[src/rtl/nvram_pkg.sv]
// rtl/nvram_pkg.sv - shared widths, states and timing defaults for the NVRAM bus controller
// Wait counters are 4 bits and load (cycles - 1) on state entry.
package nvram_pkg;

  localparam int ADDR_W    = 13;
  localparam int DATA_W    = 8;
  localparam int CNT_W     = 4;
  localparam int T_ACC_DEF = 3;
  localparam int T_WP_DEF  = 3;
  localparam int T_REC_DEF = 1;

  typedef enum logic [2:0] {
    IDLE,
    SETUP,
    ACCESS,
    WPULSE,
    HOLD,
    RECOV
  } nvram_state_e;

  typedef struct packed {
    logic              we;
    logic [ADDR_W-1:0] addr;
    logic [DATA_W-1:0] wdata;
  } nvram_req_t;

  function automatic logic [CNT_W-1:0] wait_load(input int cycles);
    return CNT_W'(cycles - 1);
  endfunction

endpackage

[src/rtl/nvram_rr_arb.sv]
// rtl/nvram_rr_arb.sv - two-way round-robin arbiter
// A lone request wins outright; on contention the requester not granted last wins.
module nvram_rr_arb (
  input  logic       clk_i,
  input  logic       rst,
  input  logic [1:0] req,
  input  logic       advance,
  output logic [1:0] grant
);

  logic last_q;

  always_comb begin
    if (req == 2'b11) grant = last_q ? 2'b01 : 2'b10;
    else              grant = req;
  end

  // Reset to requester 1 so requester 0 takes the first contention.
  always_ff @(posedge clk_i or posedge rst) begin
    if (rst)          last_q <= 1'b1;
    else if (advance) last_q <= grant[1];
  end

endmodule

[src/rtl/nvram_bus_ctrl.sv]
// rtl/nvram_bus_ctrl.sv - NVRAM bus controller top
// Two requesters share one asynchronous NVRAM through a SETUP/strobe/HOLD/RECOV sequence.
module nvram_bus_ctrl
  import nvram_pkg::*;
#(
  parameter int T_ACC = T_ACC_DEF,
  parameter int T_WP  = T_WP_DEF,
  parameter int T_REC = T_REC_DEF
) (
  input  logic              clk_i,
  input  logic              rst,
  input  logic              r0_req,
  input  logic              r1_req,
  input  logic              r0_we,
  input  logic              r1_we,
  input  logic [ADDR_W-1:0] r0_addr,
  input  logic [ADDR_W-1:0] r1_addr,
  input  logic [DATA_W-1:0] r0_wdata,
  input  logic [DATA_W-1:0] r1_wdata,
  output logic              r0_ack,
  output logic              r1_ack,
  output logic [DATA_W-1:0] rdata,
  output logic              busy,
  output logic [ADDR_W-1:0] addr,
  output logic [DATA_W-1:0] data_o,
  output logic              data_oe,
  input  logic [DATA_W-1:0] data_i,
  output logic              nce,
  output logic              noe,
  output logic              nwe
);

  nvram_state_e      state_q, state_d;
  logic [CNT_W-1:0]  cnt_q, cnt_d;
  logic [1:0]        grant;
  logic              start;
  logic              pick_r1;
  nvram_req_t        req_sel, req_q;
  logic              owner_q;
  logic [DATA_W-1:0] rdata_q;

  assign start   = (state_q == IDLE) && (r0_req || r1_req);
  assign pick_r1 = (grant == 2'b10);

  nvram_rr_arb u_arb (
    .clk_i   (clk_i),
    .rst     (rst),
    .req     ({r1_req, r0_req}),
    .advance (start),
    .grant   (grant)
  );

  always_comb begin
    req_sel = pick_r1 ? {r1_we, r1_addr, r1_wdata} : {r0_we, r0_addr, r0_wdata};
  end

  always_ff @(posedge clk_i or posedge rst) begin
    if (rst) begin
      state_q <= IDLE;
      cnt_q   <= '0;
    end else begin
      state_q <= state_d;
      cnt_q   <= cnt_d;
    end
  end

  always_comb begin
    state_d = state_q;
    cnt_d   = cnt_q;
    case (state_q)
      IDLE:   if (start) state_d = SETUP;
      SETUP: begin
        if (req_q.we) begin
          state_d = WPULSE;
          cnt_d   = wait_load(T_WP);
        end else begin
          state_d = ACCESS;
          cnt_d   = wait_load(T_ACC);
        end
      end
      ACCESS, WPULSE: begin
        if (cnt_q == '0) state_d = HOLD;
        else             cnt_d   = cnt_q - 1'b1;
      end
      HOLD: begin
        state_d = RECOV;
        cnt_d   = wait_load(T_REC);
      end
      RECOV: begin
        if (cnt_q == '0) state_d = IDLE;
        else             cnt_d   = cnt_q - 1'b1;
      end
      default: state_d = IDLE;
    endcase
  end

  // Winner's request is frozen at IDLE->SETUP and held through RECOV.
  always_ff @(posedge clk_i or posedge rst) begin
    if (rst) begin
      req_q   <= '0;
      owner_q <= 1'b0;
      rdata_q <= '0;
    end else begin
      if (start) begin
        req_q   <= req_sel;
        owner_q <= pick_r1;
      end
      if (state_q == ACCESS && cnt_q == '0) rdata_q <= data_i;
    end
  end

  always_comb begin
    nce     = 1'b1;
    noe     = 1'b1;
    nwe     = 1'b1;
    data_oe = 1'b0;
    r0_ack  = 1'b0;
    r1_ack  = 1'b0;
    case (state_q)
      SETUP: begin
        nce     = 1'b0;
        data_oe = req_q.we;
      end
      ACCESS: begin
        nce = 1'b0;
        noe = 1'b0;
      end
      WPULSE: begin
        nce     = 1'b0;
        nwe     = 1'b0;
        data_oe = req_q.we;
      end
      HOLD: begin
        nce     = 1'b0;
        data_oe = req_q.we;
      end
      RECOV: begin
        if (cnt_q == '0) begin
          r0_ack = !owner_q;
          r1_ack = owner_q;
        end
      end
      default: ;
    endcase
  end

  assign busy   = (state_q != IDLE);
  assign addr   = req_q.addr;
  assign data_o = req_q.wdata;
  assign rdata  = rdata_q;

endmodule

[config.mk]
export PLATFORM = sky130hd
export DESIGN_NAME = nvram_bus_ctrl
export DESIGN_NICKNAME = d
export VERILOG_FILES = /design/src/rtl/nvram_pkg.sv /design/src/rtl/nvram_rr_arb.sv /design/src/rtl/nvram_bus_ctrl.sv
export SDC_FILE = /design/constraint.sdc
export NUM_CORES = 1
export LEC_CHECK = 0
export ABC_AREA = 1
export CELL_PAD_IN_SITES_DETAIL_PLACEMENT = 0
export CELL_PAD_IN_SITES_GLOBAL_PLACEMENT = 1
export CORE_MARGIN = 3
export CORE_UTILIZATION = 33
export DETAILED_ROUTE_END_ITERATION = 7
export GPL_TIMING_DRIVEN = 0
export PLACE_DENSITY = 0.91
export SYNTH_ARGS = -nofsm -noshare
export SYNTH_HDL_FRONTEND = slang
export SYNTH_SLANG_ARGS = --single-unit
[constraint.sdc]
create_clock -name clk_i -period 3.8 [get_ports clk_i]
set_input_delay 0.57 -clock clk_i [delete_from_list [all_inputs] [get_ports clk_i]]
set_output_delay 0.57 -clock clk_i [all_outputs]
set_load 0.05 [all_outputs]
* Word-level counts from Yosys, hierarchy flattened *
Index checks and enable logic that the tools add are counted.

cells by class
  add/sub/neg operators = 1
  eq/ne operators = 11
  mux-type cells = 18
  reduce and logical (&&, ||, !) cells = 14

operators by type and width
  cell                 number
  $mux 22              1
  $pmux 3 s5           1
  $pmux 4 s3           1
  $mux 1               9
  $mux 3               3
  $ne 2x2->1 const B   4
  $eq 3x2->1 const B   2
  $eq 3x3->1 const B   2
  $reduce_bool 3->1    2
  $reduce_or 3->1      2
  $eq 2x2->1 const B   2
  $logic_not 4->1      1
  $mux 2               2
  $mux 4               1
  $reduce_or 4->1      1
  $sub 4x1->4 const B  1
  $eq 3x1->1 const B   1
  $logic_not 3->1      1
  $reduce_and 3->1     1
  $logic_and 1x1->1    2
  $reduce_and 2->1     1
  $reduce_or 2->1      1
  $logic_not 1->1      1
  $logic_or 1x1->1     1

word-level totals
  register bits after elaboration = 39
  input port bits = 56

* Depth between registers and ports, before layout *
Gate-level depths: netlist of run 1.

  depth in word-level cells = 4
  mapped depth = 8
  gate-level depth less buffers = 8

* Hierarchy *
Synthesis of run 1 repeated with hierarchy kept, for this count alone.

second synthesis, totals
  cell total of the unflattened synthesis = 312
  area total of the unflattened synthesis = 2235.9 um2

modules (own cells, without submodules)
  module          instances  cells an instance  area an instance (um2)  sequential area each (um2)
  nvram_bus_ctrl  1          302                2168.3                  950.9
  nvram_rr_arb    1          10                 67.6                    26.3

* Worst setup path before layout of run 1 *
OpenSTA, ideal clock, no wires.

  path type = flip-flop to output port
  start point = register cnt_q[0]
  end point = output r0_ack
  data arrival time = 1.848 ns
  slack = 1.382 ns
  cell stages (with the launch flop) = 5
  cell sequence = dfrtp_1 -> inv_1 -> ha_1 -> nand3_1 -> nor3_1

between the ends
  longest elaborated chain between the ends = 3

RTL lines
  element                 RTL line               RTL
  from (decl)             nvram_bus_ctrl.sv:34   logic [CNT_W-1:0] cnt_q, cnt_d;
  from (signal assigned)  nvram_bus_ctrl.sv:63   cnt_q <= cnt_d;
  $logic_not 4->1         nvram_bus_ctrl.sv:138  if (cnt_q == '0) begin
  $mux 1                  nvram_bus_ctrl.sv:138
  $mux 1                  nvram_bus_ctrl.sv:119  case (state_q)
  to (decl)               nvram_bus_ctrl.sv:20   output logic r0_ack,

Every way passes these cells.

* Worst setup path after layout of run 1 *
  start point = register cnt_q[0]
  end point = output r1_ack

between the ends
  longest elaborated chain between the ends = 3

RTL lines
  element          RTL line               RTL
  $logic_not 4->1  nvram_bus_ctrl.sv:138
  $mux 1           nvram_bus_ctrl.sv:138
  $mux 1           nvram_bus_ctrl.sv:119
  to (decl)        nvram_bus_ctrl.sv:21   output logic r1_ack,

Every way passes these cells.

==> flow_metrics.py, run 1 <==
metrics = {
    "final_layout": {
        "syn_to_final_growth_pct": 49.67,
        "fill_cells": 640,
        "mostFrequentLayoutCell": "clkdlybuf4s50_1",
        "design_area_sq_um": 3450,
        "stdcell_count": 492,
        "multi_input_area_sq_um": 850.8,
        "final_core_util": 0.5252,
        "layout.cells.most_common_list": "91 x clkdlybuf4s50_1, 83 x nand2_1, 57 x inv_1",
        "nets": 456,
        "antennaDiodeCount": 0,
        "regArea_sq_um": 977.2,
        "drive_above_1_share": 0.1479,
    },
    "routing": {
        "drtIter0Drc": 101,
        "wl_per_cell_um": 11.30,
        "drcViolationCount": 0,
        "vias": 2127,
        "final_antenna_net_count": 0,
        "dr.pass1.iters": 4,
        "vias_per_cell": 4.323,
        "wl_um": 5562,
    },
    "synthesis": {
        "synthCells": 300,
        "avgSynthCellArea_sq_um": 7.682,
        "synth.distinct_cells": 27,
        "syn-num-nets": 358,
        "yosysWarningCount": 0,
        "synth_seq_cells": 39,
        "ys_seq_area_frac": 0.4240,
        "synth_area_sq_um": 2305,
    },
    "critical_path": {
        "cp_data_required_time_ns": 3.23,
        "worstPathCellList": "inv_1 > ha_1 > nand3_1 > nor3_1 > clkdlybuf4s50_1",
        "slowest_delay_ns": 0.84,
        "critPathBufInv": 2,
        "crit_type": "flop to output pin",
        "path_max_fanout": 6,
        "critical-path-top-delay-family": "buffers and inverters",
        "end_kind": "output pin",
        "crit_slowest_cell": "clkdlybuf4s50_1",
        "cp-start-kind": "flop",
        "worstPathArrival_ns": 2.22,
        "r2r_setup_slack_ns": 2.26,
    },
    "sta": {
        "skew_ns": 0.008084,
        "post-route-period-util": 0.7342,
        "drv_slew": 0,
        "hold-worst-slack_ns": 0.4731,
        "min_period_ns": 2.790,
        "rsz0062_at_grt": "no",
        "fmax_mhz": 358.4,
        "setup-tns-final_ns": 0,
        "hold_viol_final": 0,
        "tightest_slew_ns": 0.8029,
        "relSlewSlack": 0.4640,
        "setup_violations": 0,
    },
    "floorplan": {
        "die_area_sq_um": 8023,
        "ios": 92,
        "initial_core_util": 0.3509,
        "rows": 29,
        "coreArea_sq_um": 6568,
        "die_w_um": 89.57,
        "die_height_um": 89.57,
    },
    "placement": {
        "io_buffers": 91,
        "place.gp.congestion": 0.8145,
        "place.detailed.hpwl_um": 4292,
        "placedCellCount": 484,
        "dpl_cell_area_sq_um": 3332,
    },
    "clock_network": {
        "clock_latency_ns": 0.29,
        "cts_max_level": 2,
        "cts_hold_buffers": 0,
        "cts_inserted_buffers": 5,
        "clock-sinks": 39,
        "cts_tree": "built",
        "cts.clk_slew.worst_paths_ns": 0.08,
        "ctsResizeCount": 0,
        "root_buffer": "clkbuf_8",
        "cts_setup_buffers": 0,
        "clk_path_buf_depth": 2,
    },
    "power": {
        "power.switching_mw": 1.510,
        "internal-power_mw": 1.591,
        "p_sw_frac": 0.4869,
        "seqPwrFrac": 0.236,
        "ir_drop_v": 0.0003842,
        "powerDensity_nw_per_um2": 898.9,
        "p_clk_frac": 0.116,
        "pwr-share-comb": 0.649,
        "power_leakage_nw": 1.682,
    },
    "hold_path": {
        "hold_path_class": "flop to flop",
    },
    "global_route": {
        "grt_max_degree": 40,
        "overflow": 0,
        "antenna_found_initial": 0,
        "first_global_vias": 2202,
        "grt_pass1_wl_um": 9459,
        "gr-usage-all-layers": 0.1499,
    },
    "flow_run": {
        "drv_cap": 0,
    },
    "run_status": {
        "status": "finished, final reports clean",
    },
}
[routing by layer]
metal	vias up	track usage	routed length [um]
met5	-	0	0
met4	0	0.04060	62
met3	6	0.05109	463
met2	66	0.2719	2723
met1	960	0.1663	2312
li1	1095	-	-
[Yosys cell counts]
cell type,n,area share
inv_2,2,0.0033
xnor2_1,1,0.0038
nor2_8,1,0.0087
o21ai_2,10,0.038
buf_6,4,0.020
dfstp_2,1,0.011
buf_4,22,0.072
nand4_1,3,0.0081
a21oi_2,2,0.0076
nand2_1,83,0.14
inv_1,58,0.094
ha_1,2,0.011
a21oi_1,1,0.0022
o21ai_0,35,0.076
o211ai_1,1,0.0033
nand3_1,15,0.033
buf_8,1,0.0065
o22ai_1,3,0.0081
dfrtp_1,38,0.41
nand3_2,1,0.0043
o21ai_1,2,0.0043
buf_2,3,0.0065
clkbuf_1,3,0.0049
nor3_1,2,0.0043
nor3_4,1,0.0071
nand2_4,2,0.0098
nor2_1,3,0.0049
[worst register-to-register path, stage by stage (launching register included)]
cell	delay [ns]
dfstp_2	0.38
a21oi_2	0.35
clkbuf_1	0.40
o21ai_0	0.18
nand2_1	0.10
o21ai_2	0.05
[final cells by class]
| class | instances | area share |
|---|---|---|
| timing repair buffer | 91 | 0.2641 |
| multi-input combinational | 168 | 0.2466 |
| tap | 93 | 0.03373 |
| inverter | 60 | 0.06529 |
| sequential | 39 | 0.2833 |
| buffer | 33 | 0.07291 |
| clock buffer | 6 | 0.02394 |
| clock inverter | 2 | 0.01016 |
[final timing paths]
check,from,end,cells after the start
worst max-delay path,cnt_q[0]$_DFFE_PP0P_,r1_ack,5
max in group asynchronous,rst,state_q[0]$_DFFE_PP0P_,2
worst max register to register,u_arb.last_q$_DFFE_PP1P_,data_o[6]$_DFFE_PP0P_,5
worst min-delay path,rdata[2]$_DFFE_PP0P_,rdata[2]$_DFFE_PP0P_,2
worst min register to register,rdata[2]$_DFFE_PP0P_,rdata[2]$_DFFE_PP0P_,2
min in group asynchronous,rst,rdata[4]$_DFFE_PP0P_,2
[state kept, by name, summed over array words and instances (netlist names)]
signal / cells
addr: 13
cnt_q: 4
data_o: 8
owner_q: 1
rdata: 8
req_q: 1
state_q: 3
u_arb.last_q: 1
[power groups by stage]
stage	clock, mW	combinational, mW	sequential, mW
CTS	0.371	2.04	0.732
finish	0.359	2.01	0.731
global route	0.388	2.20	0.755
global placement	0	2.01	0.733
floorplan	0	1.33	0.865
detailed placement	0	2.03	0.737
[metrics by stage]
step	setup slack, ns	power [mW]
6_report	1.010	3.101
3_3_place_gp	1.345	2.744
3_5_place_dp	1.305	2.770
4_1_cts	0.9764	3.144
2_1_floorplan	1.382	2.191
5_1_grt	0.8124	3.339
[logic make-up (layout without fill, tap and decap cells)]
kind of cell / after synthesis / after routing / share of synthesized area
compound gates: 54 / 54 / 0.1395
xor+xnor: 1 / 1 / 0.003801
fa+ha+maj: 2 / 2 / 0.01086
buf+inv: 93 / 192 / 0.2068
flops: 39 / 39 / 0.4240
simple gates: 111 / 111 / 0.2150
No activity file was read; power rests on OpenSTA's default activity.
==> inputs of run 2 (changes only) <==
Settings changed: CORE_UTILIZATION 33 to 27, PLACE_DENSITY 0.91 to 0.8.
Clock period 3.8 ns to 2.35 ns, I/O delays scaled along.
==> run 2 against run 1 <==
  * Sequential power rose by 61%
  * Sequential share of layout area rose by 0.20 points
  * Sequential cell count did not move
  * Clock skew fell by 0.00068 ns
  * Hold slack got worse by 0.00054 ns
  * Cell area fell by 0.69%
  * Critical path type unchanged
  * Utilization fell by 11 points
  * First-iteration DRC count fell by 65%
  * Combinational power rose by 62%
==> flow_metrics.py, run 2 (same netlist as run 1, synthesis figures left out) <==
metrics = {
    "floorplan": {
        "die_height_um": 98.39,
        "coreArea_sq_um": 8258,
        "ios": 92,
        "initial_core_util": 0.2791,
        "die_area_sq_um": 9681,
        "rows": 33,
        "die_w_um": 98.39,
    },
    "global_route": {
        "overflow": 0,
        "grt_use_met2": 0.2116,
        "first_global_vias": 2144,
        "grtUsageMet1": 0.1436,
        "gr-usage-all-layers": 0.1222,
        "grt_pass1_wl_um": 9729,
        "use_met3": 0.03929,
        "grt_max_degree": 40,
        "grt_busiest_layer": "met2",
        "antenna_found_initial": 0,
    },
    "critical_path": {
        "rr_worst_depth": 5,
        "path_max_fanout": 8,
        "worstPathArrival_ns": 1.90,
        "cp.depth": 5,
        "crit_type": "flop to output pin",
        "regToRegStartpoint": "u_arb.last_q$_DFFE_PP1P_",
        "crit_slowest_cell": "clkdlybuf4s50_1",
        "cp-start-kind": "flop",
        "crit_path_frequent_cell": "nor2_1",
        "end_kind": "output pin",
        "cp_data_required_time_ns": 2.00,
        "critical-path-top-delay-family": "buffers and inverters",
        "worstReg2RegEnd": "data_o[6]$_DFFE_PP0P_",
        "critPathBufInv": 2,
        "worstPathCellList": "buf_6 > nor2_8 > nor2_1 > nor2_1 > clkdlybuf4s50_1",
        "slowest_delay_ns": 0.81,
        "r2r_setup_slack_ns": 0.78,
    },
    "sta": {
        "skew_ns": 0.007409,
        "tightest_slew_ns": 0.8235,
        "rsz0062_at_grt": "no",
        "drv_slew": 0,
        "fmax_mhz": 443.4,
        "setup-tns-final_ns": 0,
        "hold_viol_final": 0,
        "post-route-period-util": 0.9596,
        "min_period_ns": 2.255,
        "relSlewSlack": 0.4502,
        "setup_violations": 0,
    },
    "hold_path": {
        "holdPathEnd": "rdata[7]$_DFFE_PP0P_",
        "hold_depth": 2,
        "hold_path_class": "flop to flop",
        "hp-start": "rdata[7]$_DFFE_PP0P_",
    },
    "clock_network": {
        "cts_inserted_buffers": 5,
        "cts_hold_buffers": 0,
        "clock_latency_ns": 0.29,
        "root_buffer": "clkbuf_8",
        "cts_tree": "built",
        "cts.clk_slew.worst_paths_ns": 0.07,
        "clk_path_buf_depth": 2,
        "clock-sinks": 39,
        "cts_setup_buffers": 0,
        "cts_max_level": 2,
    },
    "run_status": {
        "status": "finished, final reports clean",
    },
    "routing": {
        "wl_um": 5719,
        "wl_per_cell_um": 11.37,
        "vias_per_cell": 4.185,
        "vias": 2105,
        "drcViolationCount": 0,
        "dr.pass1.iters": 4,
        "final_antenna_net_count": 0,
        "drtIter0Drc": 35,
    },
    "power": {
        "ir_drop_v": 0.0006277,
        "power_leakage_nw": 1.671,
        "powerDensity_nw_per_um2": 1427,
    },
    "placement": {
        "place.detailed.hpwl_um": 4352,
        "place.gp.congestion": 0.7512,
        "dpl_cell_area_sq_um": 3347,
        "io_buffers": 91,
    },
    "final_layout": {
        "drive_above_1_share": 0.1508,
        "largest_reg_flops": 13,
        "syn_to_final_growth_pct": 48.64,
        "layout.cells.most_common_list": "87 x clkdlybuf4s50_1, 83 x nand2_1, 57 x inv_1",
        "antennaDiodeCount": 0,
        "design_area_sq_um": 3426,
        "mostFrequentLayoutCell": "clkdlybuf4s50_1",
        "nets": 456,
    },
    "flow_run": {
        "drv_cap": 0,
    },
}
==> run 2: changes by cell type in the layout (fill, tap and decap cells not counted), sizes merged <==
cell	change
clkbuf	+2
bufinv	-1
dlymetal6s2s	+1
clkdlybuf4s50	-4
dlygate4sd2	+1
==> run 2: timing repair <==
action | CTS | global route
pin swaps | 0 | 0
setup endpoints to repair | 3 | 3
gates resized for setup | 3 | 7
cloned | 0 | 0
==> run 2: cell type report <==
cell class	count	area (sq um)
clock buffer	6	82.58
sequential	39	977.2
tap	105	131.4
timing repair buffer	91	902.1
clock inverter	1	5.005
fill	896	4832
inverter	60	225.2
buffer	33	251.5
multi-input combinational	168	850.8
==> run 2: metrics by stage <==
step | setup slack, ns | total power, mW | util | std cells | hold slack (ns)
final | 0.09492 | 4.889 | 0.4148 | 503 | 0.4726
after global routing | 0.005686 | 5.240 | 0.4148 | 503 | 0.4951
after CTS | 0.06423 | 4.959 | 0.4155 | 503 | 0.4783
after detailed placement | 0.1032 | 4.489 | 0.4053 | 496 | 0.4608
after global placement | 0.1009 | 4.456 | 0.4053 | 496 | 0.4566
after floorplan | 0.1491 | 3.543 | - | 300 | 0.4419
==> run 2: layer usage <==
layer  part of all wire  wire [um]
met5                  0          0
met4              0.010         60
met3              0.074        421
met2               0.49       2781
met1               0.43       2456
==> run 2: worst max-delay path by stage <==
stage                                 startpoint  endpoint  slack (ns)
final                     state_q[0]$_DFFE_PP0P_   data_oe        0.09
after global routing      state_q[2]$_DFFE_PP0P_       nce       0.006
after CTS                 state_q[0]$_DFFE_PP0P_   data_oe        0.06
after detailed placement    cnt_q[0]$_DFFE_PP0P_    r0_ack        0.10
after global placement      cnt_q[0]$_DFFE_PP0P_    r0_ack        0.10
after floorplan             cnt_q[0]$_DFFE_PP0P_    r0_ack        0.15
==> run 2: worst min-delay path: cells and delay by family, from the launching register on <==
family | cells | cell delay, ns
DFF | 1 | 0.34
and+or+nand+nor | 2 | 0.10
==> run 2: power breakdown <==
part | switching, mW | leakage (nW) | total, mW | internal [mW]
Sequential | 0.178 | 0.483 | 1.18 | 1.00
Clock | 0.228 | 0.0470 | 0.458 | 0.230
Combinational | 2.03 | 1.14 | 3.25 | 1.22
==> inputs of run 3 (changes only) <==
Settings changed: REMOVE_ABC_BUFFERS from default to 1.
==> run 3 against run 2 <==
  * Cell area fell by 5.0%
  * Total power fell by 4.3%
  * Worst setup slack improved by 0.013 ns
  * Hold slack improved by 0.011 ns
  * Clock power rose by 27%
  * Wire length fell by 10%
  * Utilization fell by 2.1 points
  * Die area did not move
  * First-iteration DRC count fell by 14%
  * Sequential cell count did not move
  * Critical endpoint is now r0_ack
==> flow_metrics.py, run 3 (same netlist as run 1, synthesis figures left out) <==
metrics = {
    "sta": {
        "post-route-period-util": 0.9539,
        "setup_ws_ns": 0.1082,
        "fmax_mhz": 446.1,
        "hold-worst-slack_ns": 0.4835,
        "setup_violations": 0,
        "relSlewSlack": 0.3919,
        "setup-tns-final_ns": 0,
        "tightest_slew_ns": 0.9101,
        "skew_ns": 0.01079,
        "min_period_ns": 2.242,
        "rsz0062_at_grt": "no",
        "drv_slew": 0,
        "hold_viol_final": 0,
    },
    "critical_path": {
        "end_kind": "output pin",
        "crit_type": "flop to output pin",
        "cp_data_required_time_ns": 2.00,
        "path_max_fanout": 6,
        "rr_worst_depth": 6,
        "cp-start-kind": "flop",
        "worstPathArrival_ns": 1.89,
    },
    "floorplan": {
        "die_w_um": 98.39,
        "ios": 92,
        "rows": 33,
        "die_height_um": 98.39,
        "coreArea_sq_um": 8258,
        "initial_core_util": 0.2791,
        "die_area_sq_um": 9681,
    },
    "final_layout": {
        "syn_to_final_growth_pct": 41.15,
        "layout.cells.most_common_list": "86 x clkdlybuf4s50_1, 83 x nand2_1, 57 x inv_1",
        "nets": 425,
        "fill_cells": 872,
        "antennaDiodeCount": 0,
        "mostFrequentLayoutCell": "clkdlybuf4s50_1",
        "largest_reg_flops": 13,
        "drive_above_1_share": 0.08696,
    },
    "clock_network": {
        "clock-sinks": 39,
        "cts.clk_slew.worst_paths_ns": 0.09,
        "cts_max_level": 2,
        "clk_path_buf_depth": 2,
        "cts_inserted_buffers": 5,
        "clock_latency_ns": 0.29,
        "root_buffer": "clkbuf_8",
        "cts_tree": "built",
    },
    "placement": {
        "place.detailed.hpwl_um": 3802,
        "place_ws_ns": 0.1138,
        "io_buffers": 91,
        "place.gp.congestion": 0.7612,
    },
    "routing": {
        "final_antenna_net_count": 0,
        "drtIter0Drc": 30,
        "vias": 1954,
        "vias_per_cell": 4.131,
        "wl_um": 5122,
        "dr.pass1.iters": 4,
        "wl_per_cell_um": 10.83,
        "drcViolationCount": 0,
    },
    "power": {
        "internal-power_mw": 2.307,
        "power_leakage_nw": 1.554,
        "pwr-share-comb": 0.612,
        "p_clk_frac": 0.124,
        "seqPwrFrac": 0.263,
        "finalPower_mw": 4.678,
        "p_sw_frac": 0.5068,
        "powerDensity_nw_per_um2": 1438,
        "power.switching_mw": 2.371,
        "ir_drop_v": 0.0005109,
    },
    "flow_run": {
        "drv_cap": 0,
    },
    "global_route": {
        "grt_pass1_wl_um": 8493,
        "gr-usage-all-layers": 0.1059,
        "grt_max_degree": 46,
        "overflow": 0,
        "antenna_found_initial": 0,
        "first_global_vias": 1867,
    },
    "hold_path": {
        "hold_path_class": "flop to flop",
        "hold_depth": 2,
    },
    "run_status": {
        "status": "finished, final reports clean",
    },
}
[run 3: per-stage QoR]
| step | area, sq um | cells | utilization |
|---|---|---|---|
| after floorplan | 2053 | 267 | - |
| after global placement | 3095 | 463 | 0.3748 |
| after detailed placement | 3138 | 464 | 0.3800 |
| after CTS | 3257 | 473 | 0.3944 |
| after global routing | 3253 | 473 | 0.3939 |
| final | 3253 | 473 | 0.3939 |
[run 3: final timing paths]
| check | end | slack, ns | from |
|---|---|---|---|
| worst min register to register | rdata[2]$_DFFE_PP0P_ | 0.48 | rdata[2]$_DFFE_PP0P_ |
| worst min-delay path | rdata[2]$_DFFE_PP0P_ | 0.48 | rdata[2]$_DFFE_PP0P_ |
| min in group asynchronous | rdata[5]$_DFFE_PP0P_ | 0.54 | rst |
| max in group asynchronous | addr[0]$_DFFE_PP0P_ | 1.28 | rst |
| worst max register to register | addr[7]$_DFFE_PP0P_ | 0.58 | state_q[0]$_DFFE_PP0P_ |
| worst max-delay path | r0_ack | 0.11 | cnt_q[0]$_DFFE_PP0P_ |
[run 3: area by class of cell]
cell class                      instances  area, sq um  area share
Clock buffer                            6        82.58     0.02538
Clock inverter                          2        35.03     0.01077
Inverter                               60        225.2     0.06923
Multi-Input combinational cell        168        865.8      0.2662
Sequential cell                        39        977.2      0.3004
Tap cell                              105        131.4     0.04038
Timing Repair Buffer                   93        935.9      0.2877
[run 3: timing repair]
| action | in CTS | in global routing |
|---|---|---|
| setup buffers | 1 | 0 |
| pin swaps | 1 | 0 |
| endpoints found under the setup margin | 6 | 1 |
| hold buffers | 0 | 0 |
| resized for setup | 5 | 3 |
[run 3: metal layers]
metal,up-vias,part of all wire,GRT usage
met5,-,0,0
met4,0,0.0059,0.02521
met3,4,0.080,0.04214
met2,57,0.49,0.1799
met1,864,0.42,0.1255
li1,1029,-,-
[run 3: worst max-delay path, stage by stage (launching register included)]
cell and delay (ns):
dfrtp_1 0.38, inv_1 0.13, ha_1 0.16, nand3_1 0.19, nor3_1 0.18, dlygate4sd2_1 0.55
[run 3: power groups by stage]
stage | Clock, mW | Combinational [mW] | Sequential, mW
after floorplan | 0 | 1.12 | 2.05
after global placement | 0 | 2.84 | 1.23
after detailed placement | 0 | 2.92 | 1.24
after CTS | 0.610 | 2.91 | 1.24
after global routing | 0.633 | 3.10 | 1.28
final | 0.582 | 2.87 | 1.23
==> RTL edit, RTL diff (settings of run 2) <==
`ADDR_W`: 13 -> 14.
--- a/src/rtl/nvram_pkg.sv
+++ b/src/rtl/nvram_pkg.sv
@@ -3,5 +3,5 @@
 package nvram_pkg;
 
-  localparam int ADDR_W    = 13;
+  localparam int ADDR_W    = 14;
   localparam int DATA_W    = 8;
   localparam int CNT_W     = 4;
Ports: changed (resized addr, r0_addr and r1_addr); port bits go from 92 to 95. No check against the original RTL was run, so the function may have changed too.
==> RTL edit against run 2 <==
Design area up 1.8%; via count rose by 2.7%; synthesized area up 0.16%; largest cell class unchanged; die area increased by 0.15%; global-route usage hardly changed; setup slack improved by 0.068 ns; critical path depth fell by 1; sequential cell count rose by 1; power grew 1.8%; wire length grew 1.3%.
==> RTL edit: results <==
[synthesis]
synth_adder_area_share_pct = 1.08
yosysTopAreaCellShare_pct = 42.3
synthDistinctLibCells = 25
synth_area_leaders = dfrtp_1, nand2_1, inv_1, o21ai_0, buf_4
seq_area_frac_synth_pct = 43.4
synth_compound_area_share_pct = 13.7

[placement]
portBuffers = 94
place.gp.congestion = 0.877
hpwlAfterDp_um = 4410

[routing]
drt-initial-drc-count = 69
wl_per_cell_um = 11.2
viasPerCell = 4.19

[global_routing]
grt_pass1_vias = 2104
grt_max_degree = 41
grt_util_all_layers_pct = 12.2
grt_pass1_wl_um = 9710

[worst_setup_path]
rr_startpoint = cnt_q[0]
endpoint = busy
startpoint = state_q[2]
r2r_end = rdata[7]
reg2reg_depth = 7
arrival_ns = 1.83

[power_and_ir_drop]
leakage_nw = 1.72

[min_path]
worstHoldStart = rdata[1]
hold_end = rdata[1]

[timing]
maxSlewHeadroom_pct = 44.5
fin_skew_ns = 0.00492
hold_slack_ns = 0.475

[layout]
n_fill_cell = 892
largest_reg_flops = 14

[status]
status = complete, no violations
## RTL edit: timing repair
item                                    CTS  global route
buffers inserted                          0             0
gates resized for setup                   3             9
endpoints found under the hold margin     0             0
hold buffers                              0             0
pin swaps                                 0             0
endpoints found under the setup margin    3             5
## RTL edit: area by class of cell
cell class              instances  area share, %
plain buffers                  35           7.07
clock buffers                   5           1.97
clock inverters                 3           1.22
inverters                      62           6.67
multi-input cells             172           23.7
flip-flops and latches         40           28.7
well taps                     105           3.77
repair buffers                 94           26.9
## RTL edit: worst reg2reg max path: stages (launching register included)
cell and delay (ns):
dfrtp_1 0.38, inv_1 0.15, ha_1 0.19, nand3_1 0.19, inv_1 0.15, nand2_1 0.21, nand2_1 0.13, nand2_1 0.05
## RTL edit: cells by family (layout without fill, tap and decap cells)
group / after synthesis / in the layout
compound gates: 56 / 56
xor+xnor: 1 / 1
buf+inv: 97 / 199
fa+ha+maj: 2 / 2
flops: 40 / 40
simple gates: 113 / 113
## RTL edit: metrics by stage
stage                     cell area, µm²  power [mW]  util (%)  setup WS, ns  std cells
after detailed placement            3380        4.47      40.9        0.0757        508
after CTS                           3490        5.05      42.2        0.0178        516
after floorplan                     2310        3.51         -         0.149        309
after global placement              3380        4.43      40.9         0.135        508
final                               3490        4.98      42.2         0.163        516
after global routing                3490        5.34      42.2        0.0589        516
## RTL edit: power by group
| part | switching (mW) | internal (mW) | total, mW |
|---|---|---|---|
| logic | 2.02 | 1.19 | 3.21 |
| registers | 0.178 | 1.03 | 1.20 |
| clock network | 0.246 | 0.314 | 0.561 |
## RTL edit: metal layers
metal	global-route usage [%]	vias up	wire, µm
li1	-	1128	-
met1	14.7	956	2520
met5	0	-	0
met4	2.52	0	36
met2	21.0	72	2740
met3	4.46	5	495
